### src/rtl/button_pkg.sv
// Shared definitions for the input-conditioning blocks.
// Holds the debouncer FSM state encodings and the default timing constants
// (cycle counts assume a fast system clock; benches override them).
package button_pkg;

    localparam logic [1:0] ST_IDLE         = 2'd0;
    localparam logic [1:0] ST_PRESS_WAIT   = 2'd1;
    localparam logic [1:0] ST_HELD         = 2'd2;
    localparam logic [1:0] ST_RELEASE_WAIT = 2'd3;

    typedef enum logic [1:0] {
        IDLE         = ST_IDLE,
        PRESS_WAIT   = ST_PRESS_WAIT,
        HELD         = ST_HELD,
        RELEASE_WAIT = ST_RELEASE_WAIT
    } btn_state_t;

    localparam int DEF_DEBOUNCE_CYCLES = 500000;
    localparam int DEF_REPEAT_DELAY    = 25000000;
    localparam int DEF_REPEAT_PERIOD   = 5000000;

endpackage

### src/rtl/sync_2ff.sv
// Generic two-flop synchronizer for asynchronous inputs.
// Ports:
//   clock - system clock, rising edge
//   reset - synchronous, active-high; clears both flop stages
//   d     - asynchronous input
//   q     - synchronized output (two clock latency)
module sync_2ff #(
    parameter int WIDTH = 1
) (
    input  logic             clock,
    input  logic             reset,
    input  logic [WIDTH-1:0] d,
    output logic [WIDTH-1:0] q
);

    logic [WIDTH-1:0] sync0;

    always_ff @(posedge clock) begin
        if (reset) begin
            sync0 <= '0;
            q     <= '0;
        end else begin
            sync0 <= d;
            q     <= sync0;
        end
    end

endmodule

### src/rtl/button_debouncer.sv
// Push-button conditioner: synchronizes the raw button, debounces both edges
// and produces a one-cycle press pulse plus a debounced level. While held
// with repeatEnable set, extra pulses follow after REPEAT_DELAY cycles and
// then every REPEAT_PERIOD cycles.
// Ports:
//   clock        - system clock, rising edge
//   reset        - synchronous, active-high
//   button       - raw asynchronous button input
//   repeatEnable - level, enables auto-repeat while held
//   buttonPulse  - registered one-cycle pulse per press / repeat event
//   buttonLevel  - registered debounced button state
//
// state        | meaning
// -------------+----------------------------------------------------
// IDLE         | button released and stable
// PRESS_WAIT   | synced input high, counting stable high cycles
// HELD         | press accepted; auto-repeat timing runs here
// RELEASE_WAIT | synced input low, counting stable low cycles
module button_debouncer #(
    parameter int DEBOUNCE_CYCLES = button_pkg::DEF_DEBOUNCE_CYCLES,
    parameter int REPEAT_DELAY    = button_pkg::DEF_REPEAT_DELAY,
    parameter int REPEAT_PERIOD   = button_pkg::DEF_REPEAT_PERIOD
) (
    input  logic clock,
    input  logic reset,
    input  logic button,
    input  logic repeatEnable,
    output logic buttonPulse,
    output logic buttonLevel
);

    import button_pkg::*;

    localparam int REP_MAX = (REPEAT_DELAY > REPEAT_PERIOD) ? REPEAT_DELAY : REPEAT_PERIOD;
    localparam int DB_W    = $clog2(DEBOUNCE_CYCLES);
    localparam int REP_W   = $clog2(REP_MAX);

    localparam logic [DB_W-1:0]  DB_LAST     = DB_W'(DEBOUNCE_CYCLES - 1);
    localparam logic [REP_W-1:0] DELAY_LAST  = REP_W'(REPEAT_DELAY - 1);
    localparam logic [REP_W-1:0] PERIOD_LAST = REP_W'(REPEAT_PERIOD - 1);

    logic             s;
    btn_state_t       state;
    logic [DB_W-1:0]  db_cnt;
    logic [REP_W-1:0] rep_cnt;
    logic             rep_phase;
    logic [REP_W-1:0] rep_last;

    sync_2ff #(.WIDTH(1)) u_sync (
        .clock (clock),
        .reset (reset),
        .d     (button),
        .q     (s)
    );

    // First repeat waits the long delay, later ones use the period.
    assign rep_last = rep_phase ? PERIOD_LAST : DELAY_LAST;

    always_ff @(posedge clock) begin
        if (reset) begin
            state       <= IDLE;
            db_cnt      <= '0;
            rep_cnt     <= '0;
            rep_phase   <= 1'b0;
            buttonPulse <= 1'b0;
            buttonLevel <= 1'b0;
        end else begin
            buttonPulse <= 1'b0;
            case (state)
                IDLE: begin
                    buttonLevel <= 1'b0;
                    if (s) begin
                        state  <= PRESS_WAIT;
                        db_cnt <= '0;
                    end
                end
                PRESS_WAIT: begin
                    if (!s) begin
                        state <= IDLE;
                    end else if (db_cnt == DB_LAST) begin
                        state       <= HELD;
                        buttonPulse <= 1'b1;
                        buttonLevel <= 1'b1;
                        rep_cnt     <= '0;
                        rep_phase   <= 1'b0;
                    end else begin
                        db_cnt <= db_cnt + DB_W'(1);
                    end
                end
                HELD: begin
                    if (!s) begin
                        state  <= RELEASE_WAIT;
                        db_cnt <= '0;
                    end else if (!repeatEnable) begin
                        rep_cnt   <= '0;
                        rep_phase <= 1'b0;
                    end else if (rep_cnt == rep_last) begin
                        buttonPulse <= 1'b1;
                        rep_cnt     <= '0;
                        rep_phase   <= 1'b1;
                    end else begin
                        rep_cnt <= rep_cnt + REP_W'(1);
                    end
                end
                RELEASE_WAIT: begin
                    // A short low glitch returns to HELD without a new press pulse.
                    if (s) begin
                        state     <= HELD;
                        rep_cnt   <= '0;
                        rep_phase <= 1'b0;
                    end else if (db_cnt == DB_LAST) begin
                        state       <= IDLE;
                        buttonLevel <= 1'b0;
                    end else begin
                        db_cnt <= db_cnt + DB_W'(1);
                    end
                end
                default: state <= IDLE;
            endcase
        end
    end

endmodule

### config.mk
export PLATFORM = sky130hd
export DESIGN_NAME = button_debouncer
export DESIGN_NICKNAME = d
export VERILOG_FILES = /design/src/rtl/button_pkg.sv /design/src/rtl/sync_2ff.sv /design/src/rtl/button_debouncer.sv
export SDC_FILE = /design/constraint.sdc
export NUM_CORES = 1
export LEC_CHECK = 0
export CAP_MARGIN = 20
export CORE_UTILIZATION = 33
export DETAILED_ROUTE_END_ITERATION = 6
export GPL_ROUTABILITY_DRIVEN = 0
export GPL_TIMING_DRIVEN = 0
export PLACE_DENSITY_LB_ADDON = 0.3
export SYNTH_ARGS = -nofsm -noshare
export SYNTH_HDL_FRONTEND = slang
export SYNTH_SLANG_ARGS = --single-unit
### constraint.sdc
create_clock -name clock -period 2.41 [get_ports clock]
set_input_delay 0.482 -clock clock [delete_from_list [all_inputs] [get_ports clock]]
set_output_delay 0.482 -clock clock [all_outputs]
set_load 0.005 [all_outputs]
Word-level counts from Yosys, hierarchy flattened
Index checks and enable logic that the tools add are counted.
{"block": "word_totals", "output_inout_bits": 2, "elab_cells": 72, "input_bits": 4, "reg_bits": 51}
{"block": "op_classes", "n_addsub": 2, "muxes": 38, "eq_ne": 16, "n_reduce_logical": 8}
{"cell": "25-bit 2-to-1 mux", "n": 7}
{"cell": "19-bit 2-to-1 mux", "n": 5}
{"cell": "19-bit one-hot mux with 4 select lines", "n": 1}
{"cell": "25-bit one-hot mux with 3 select lines", "n": 1}
{"cell": "25-bit by 1-bit adder with 25-bit output (second input constant)", "n": 1}
{"cell": "25-bit equality test", "n": 1}
{"cell": "19-bit by 1-bit adder with 19-bit output (second input constant)", "n": 1}
{"cell": "19-bit equality test (second input constant)", "n": 1}
{"cell": "1-bit 2-to-1 mux", "n": 14}
{"cell": "2-bit 2-to-1 mux", "n": 6}
{"cell": "5-bit AND reduction", "n": 2}
{"cell": "2-bit by 1-bit != test with 1-bit output (second input constant)", "n": 4}
{"cell": "2-bit != test (second input constant)", "n": 4}
{"cell": "2-bit one-hot mux with 4 select lines", "n": 1}
{"cell": "4-bit AND reduction", "n": 2}
{"cell": "3-bit != test (second input constant)", "n": 2}
{"cell": "1-bit one-hot mux with 3 select lines", "n": 2}
{"cell": "6-bit AND reduction", "n": 1}
{"cell": "3-bit nonzero test", "n": 2}
{"cell": "2-bit equality test (second input constant)", "n": 2}
{"cell": "3-bit by 2-bit != test with 1-bit output (second input constant)", "n": 1}
{"cell": "2-bit by 1-bit equality test with 1-bit output (second input constant)", "n": 1}
{"cell": "2-bit zero test", "n": 1}
{"cell": "1-bit one-hot mux with 2 select lines", "n": 1}

Logic depth before layout (Yosys ltp)
Gate-level depths: netlist of run 1.
{"block": "depth", "ltp_word": 6, "mapped_depth": 9, "ltp_nobuf": 7}

Cells and area by module
From an unflattened synthesis of run 1, not the netlist that was laid out.
{"block": "hier_totals", "hier_cells": 314, "area_unflattened_um2": 2666.3}
{"mod": "button_debouncer", "seq_area_each_um2": 980.9, "area_each_um2": 2613.8, "cells_per_inst": 310, "instances": 1}
{"mod": "sync_2ff", "seq_area_each_um2": 40.0, "area_each_um2": 52.6, "cells_per_inst": 4, "instances": 1}

Worst setup path after synthesis of run 1
No wires, ideal clock.
{"block": "synth_timing", "path_type": "reg2reg", "startpoint": "register db_cnt[0]", "endpoint": "register rep_cnt[11]", "path_buffers": 1, "synth_period_minus_slack_ps": 2261, "arrival_ps": 2181, "setup_time_ps": 80, "path_stages_with_launch": 8, "t_required_ps": 2330, "setup_slack_ps": 149, "cell_sequence": "dfxtp_1 > ha_1 > and4_1 > nand4_1 > o32a_4 > buf_2 > or3_1 > a211oi_2"}
{"block": "synth_between", "elab_chain_len": 3}
{"element": "start: declaration", "line_no": "button_debouncer.sv:44", "rtl": "logic [DB_W-1:0] db_cnt;"}
{"element": "start signal: assignment", "line_no": "button_debouncer.sv:87", "rtl": "db_cnt <= db_cnt + DB_W'(1);"}
{"element": "start signal: assignment", "line_no": "button_debouncer.sv:115", "rtl": "db_cnt <= db_cnt + DB_W'(1);"}
{"element": "19-bit equality test", "line_no": "button_debouncer.sv:80", "rtl": "end else if (db_cnt == DB_LAST) begin"}
{"element": "2-bit != test (no line)"}
{"element": "5-bit AND reduction (no line)"}
{"element": "end signal: assignment", "line_no": "button_debouncer.sv:102", "rtl": "rep_cnt <= rep_cnt + REP_W'(1);"}
{"element": "end: declaration", "line_no": "button_debouncer.sv:45", "rtl": "logic [REP_W-1:0] rep_cnt;"}
Every way passes these cells.
A chain may end at the register's enable or synchronous reset.

Final worst setup path of run 1
{"block": "layout_timing", "startpoint": "register db_cnt[0]", "endpoint": "register rep_cnt[5]"}
The elaborated chain is that of the path after synthesis.

==> results.txt, run 1 <==
LEAKAGE: 0.911 nW
Largest net degree at the start of global routing: 17
Largest family of logic cells by synthesized area: simple AND/OR/NAND/NOR gates
Bufs on Longest Clock Path: 2
Cell Rows: 32
Worst EP required: 2.63 ns
EDFF count, synth: 0
Clk root buf: clkbuf_8
Synth Flop Type: dfxtp_1
Post-synthesis adder-cell area fraction: 3.22%
Commonest cells in the netlist: dfxtp_1, o21ai_0, or3_1, nor2_1
Fmax achieved: 0.427 GHz
Min Tclk post-route: 2.34 ns
CP Cell Sequence: ha_1 -> and4_4 -> nand4_1 -> o31a_1 -> buf_4 -> or3_1 -> a211oi_1
Die width: 92.8 um
Total number of vias: 2,541
Synthesis Warnings: 0
Slowest stage delay, CP: 0.42 ns
Setup TNS: 0 ns
Power, Total: 1.76 mW
Worst path arrival time: 2.57 ns
Slowest cell on the critical path: o31a_1
Final setup fails: 0
Worst-Skew Late Latency: 0.31 ns
Placed Area: 2890 um^2
Status: completed
First-pass GRT wire length: 11,200 um
GRT overflow: 0
Crit share post-route: 97.3%
Simple-Gate Fraction of Synth Area: 30.7%
Iter 0 DRT Violations: 127
Per-cell routed wire length: 14.5 um
Count of input and output buffers: 4
Asr flop ratio synth: 0%
Core Util, Final: 40.6%
Hold WS: 0.448 ns
Die H: 92.8 um
Worst vdd ir: 296 uV
Largest fanout on the critical path: 6
Initial Util: 34.7%
Sequential area share after synthesis: 37.5%
Hold crit path type: reg -> reg
Multiplexer share of the synthesized area: 0.736%
Worst rel slew slack: 57.8%
Vias in the first global route: 2,347
Worst slew pin tran: 0.633 ns
Post-DP HPWL: 4530 um
# diodes: 0
Cell variety after synth: 46
Die area: 8610 um^2
Clock skew: 0.0150 ns
Post-Syn Nets: 342
Power Dens Cells: 552 nW/um^2
CORE AREA: 7850 um^2
CTS Hold Bufs: 0
Num CTS Buffers: 5
Largest cells by area after synthesis: dfxtp_1, or3_1, a211oi_1, o21ai_0, nor2_1
Critical Path Start Type: flop
DRC: 0
FF+latch count, synth: 51
Final wirelength: 6520 um
Gr usage total: 16.2%
Final hold viol count: 0
CTS tree: done
Remaining antenna violation count: 0
Synth Area in XOR/XNOR: 2.90%
Avg Cell Area, Syn: 8.22 um^2
Htree depth: 2
Area leader, netlist: dfxtp_1
Max_cap viols: 0
Layout cell share with drive strength beyond 1: 16.4%
DR pass1 iterations: 4
Critical Path Sink Type: flop
I/O Pins: 6
Cell area after synthesis: 2720 um^2
# nets final: 358
Worst setup path class: reg -> reg
Area grow syn2layout: 17.2%
Most frequent cell after synthesis: dfxtp_1
Clk pin slew, worst setup/hold paths: 0.10 ns
Cells after Synth: 331
Final Cell Area: 3190 um^2
Initial antenna violation count: 0
Num Clock Sinks: 51
Top-area cell type share of the netlist area: 37.5%
Via/cell ratio: 5.65
Slew Limit Fails: 0
Area fraction in compound gates after synthesis: 21.3%
-- worst paths after layout --
| kind | from | endpoint | slack [ns] | cells after the start |
|---|---|---|---|---|
| worst max-delay path | db_cnt[0] | rep_cnt[5] | 0.07 | 7 |
| worst min-delay path | u_sync.sync0 | u_sync.q | 0.45 | 1 |
| worst max register to register | db_cnt[0] | rep_cnt[5] | 0.07 | 7 |
| worst min register to register | u_sync.sync0 | u_sync.q | 0.45 | 1 |
-- cell type report --
| cell class | instances | area, um^2 |
|---|---|---|
| well taps | 102 | 128 |
| multi-input cells | 255 | 1690 |
| repair buffers | 10 | 85.1 |
| plain buffers | 15 | 93.8 |
| flip-flops and latches | 51 | 1040 |
| clock buffers | 6 | 82.6 |
| fillers | 801 | 4660 |
| inverters | 9 | 33.8 |
| clock inverters | 2 | 38.8 |
-- power by group --
| part | switching [mW] | total [mW] | internal (mW) |
|---|---|---|---|
| clock network | 0.306 | 0.648 | 0.342 |
| registers | 0.00926 | 0.861 | 0.852 |
| logic | 0.157 | 0.250 | 0.0933 |
| total | 0.472 | 1.76 | 1.29 |
-- layer usage --
layer / up-vias / GRT usage [%] / wire (um)
met5: - / 0 / 0
met4: 0 / 5.38 / 89
met3: 9 / 3.37 / 241
met2: 43 / 26.2 / 3020
met1: 1207 / 21.3 / 3170
li1: 1282 / - / -
-- what timing repair did --
| item | in CTS | in global routing |
|---|---|---|
| endpoints found under the setup margin | 43 | 32 |
| gates resized for setup | 18 | 27 |
| setup buffers | 3 | 3 |
| pin swaps | 3 | 6 |
-- sequential cells by signal, indices dropped and copies added, names as in the netlist, named ones only --
signal	flops
buttonLevel	1
buttonPulse	1
db_cnt	19
rep_cnt	25
rep_phase	1
state	1
u_sync.q	1
u_sync.sync0	1
-- critical path, delay by kind of cell, from the launching register on --
kind,cells,cell delay [ns]
simple gates,3,0.83
compound gates,2,0.67
flops,1,0.38
fa+ha+maj,1,0.20
buf+inv,1,0.17
-- layout by cell type, fill, tap and decap left out, types with 5 or more instances in the layout --
cell      instances
inv_1             9
o31ai_1           5
nand2_1          21
a211oi_2         10
nand4_1          10
a21oi_1          12
clkbuf_8          6
a211oi_1         14
nor3_1           14
xnor2_1           8
or3_1            25
nand3_1          15
ha_1              5
dfxtp_2           5
dfxtp_1          43
o21ai_0          30
buf_4             6
nor2_1           25
nor4_1            5
clkbuf_1          7
or4_1             5
-- cell families (layout without fill, tap and decap cells) --
family	after synthesis	count (layout)
adder cells (fa/ha/maj)	7	7
flip-flops	51	51
multiplexers	2	2
buffers and inverters	25	42
XOR/XNOR	9	9
AO/OA/AOI/OAI	86	86
AND/OR/NAND/NOR	151	151
-- stage by stage --
| step | setup slack, ns | instances |
|---|---|---|
| 3_3_place_gp | -0.351 | 437 |
| 3_5_place_dp | -0.398 | 437 |
| 2_1_floorplan | 0.149 | 331 |
| 6_report | 0.0654 | 450 |
| 5_1_grt | -0.00305 | 450 |
| 4_1_cts | 0.00253 | 447 |
No activity file was read; power rests on OpenSTA's default activity.
==> run 2, diff against run 1 <==
--- a/config.mk
+++ b/config.mk
@@ -11,6 +11,7 @@
 export GPL_ROUTABILITY_DRIVEN = 0
 export GPL_TIMING_DRIVEN = 0
 export PLACE_DENSITY_LB_ADDON = 0.3
+export SLEW_MARGIN = 10
 export SYNTH_ARGS = -nofsm -noshare
 export SYNTH_HDL_FRONTEND = slang
 export SYNTH_SLANG_ARGS = --single-unit
==> results of run 2 <==
Same layout as run 1: the final DEF is identical, and so are final timing and power.
==> run 3, diff against run 2 <==
==> constraint.sdc (replaced) <==
create_clock -name clock -period 2.41 [get_ports clock]
set_input_delay 0.723 -clock clock [delete_from_list [all_inputs] [get_ports clock]]
set_output_delay 0.723 -clock clock [all_outputs]
set_load 0.005 [all_outputs]
==> results of run 3 <==
Same layout as run 1: the final DEF is identical, and so are final timing and power.
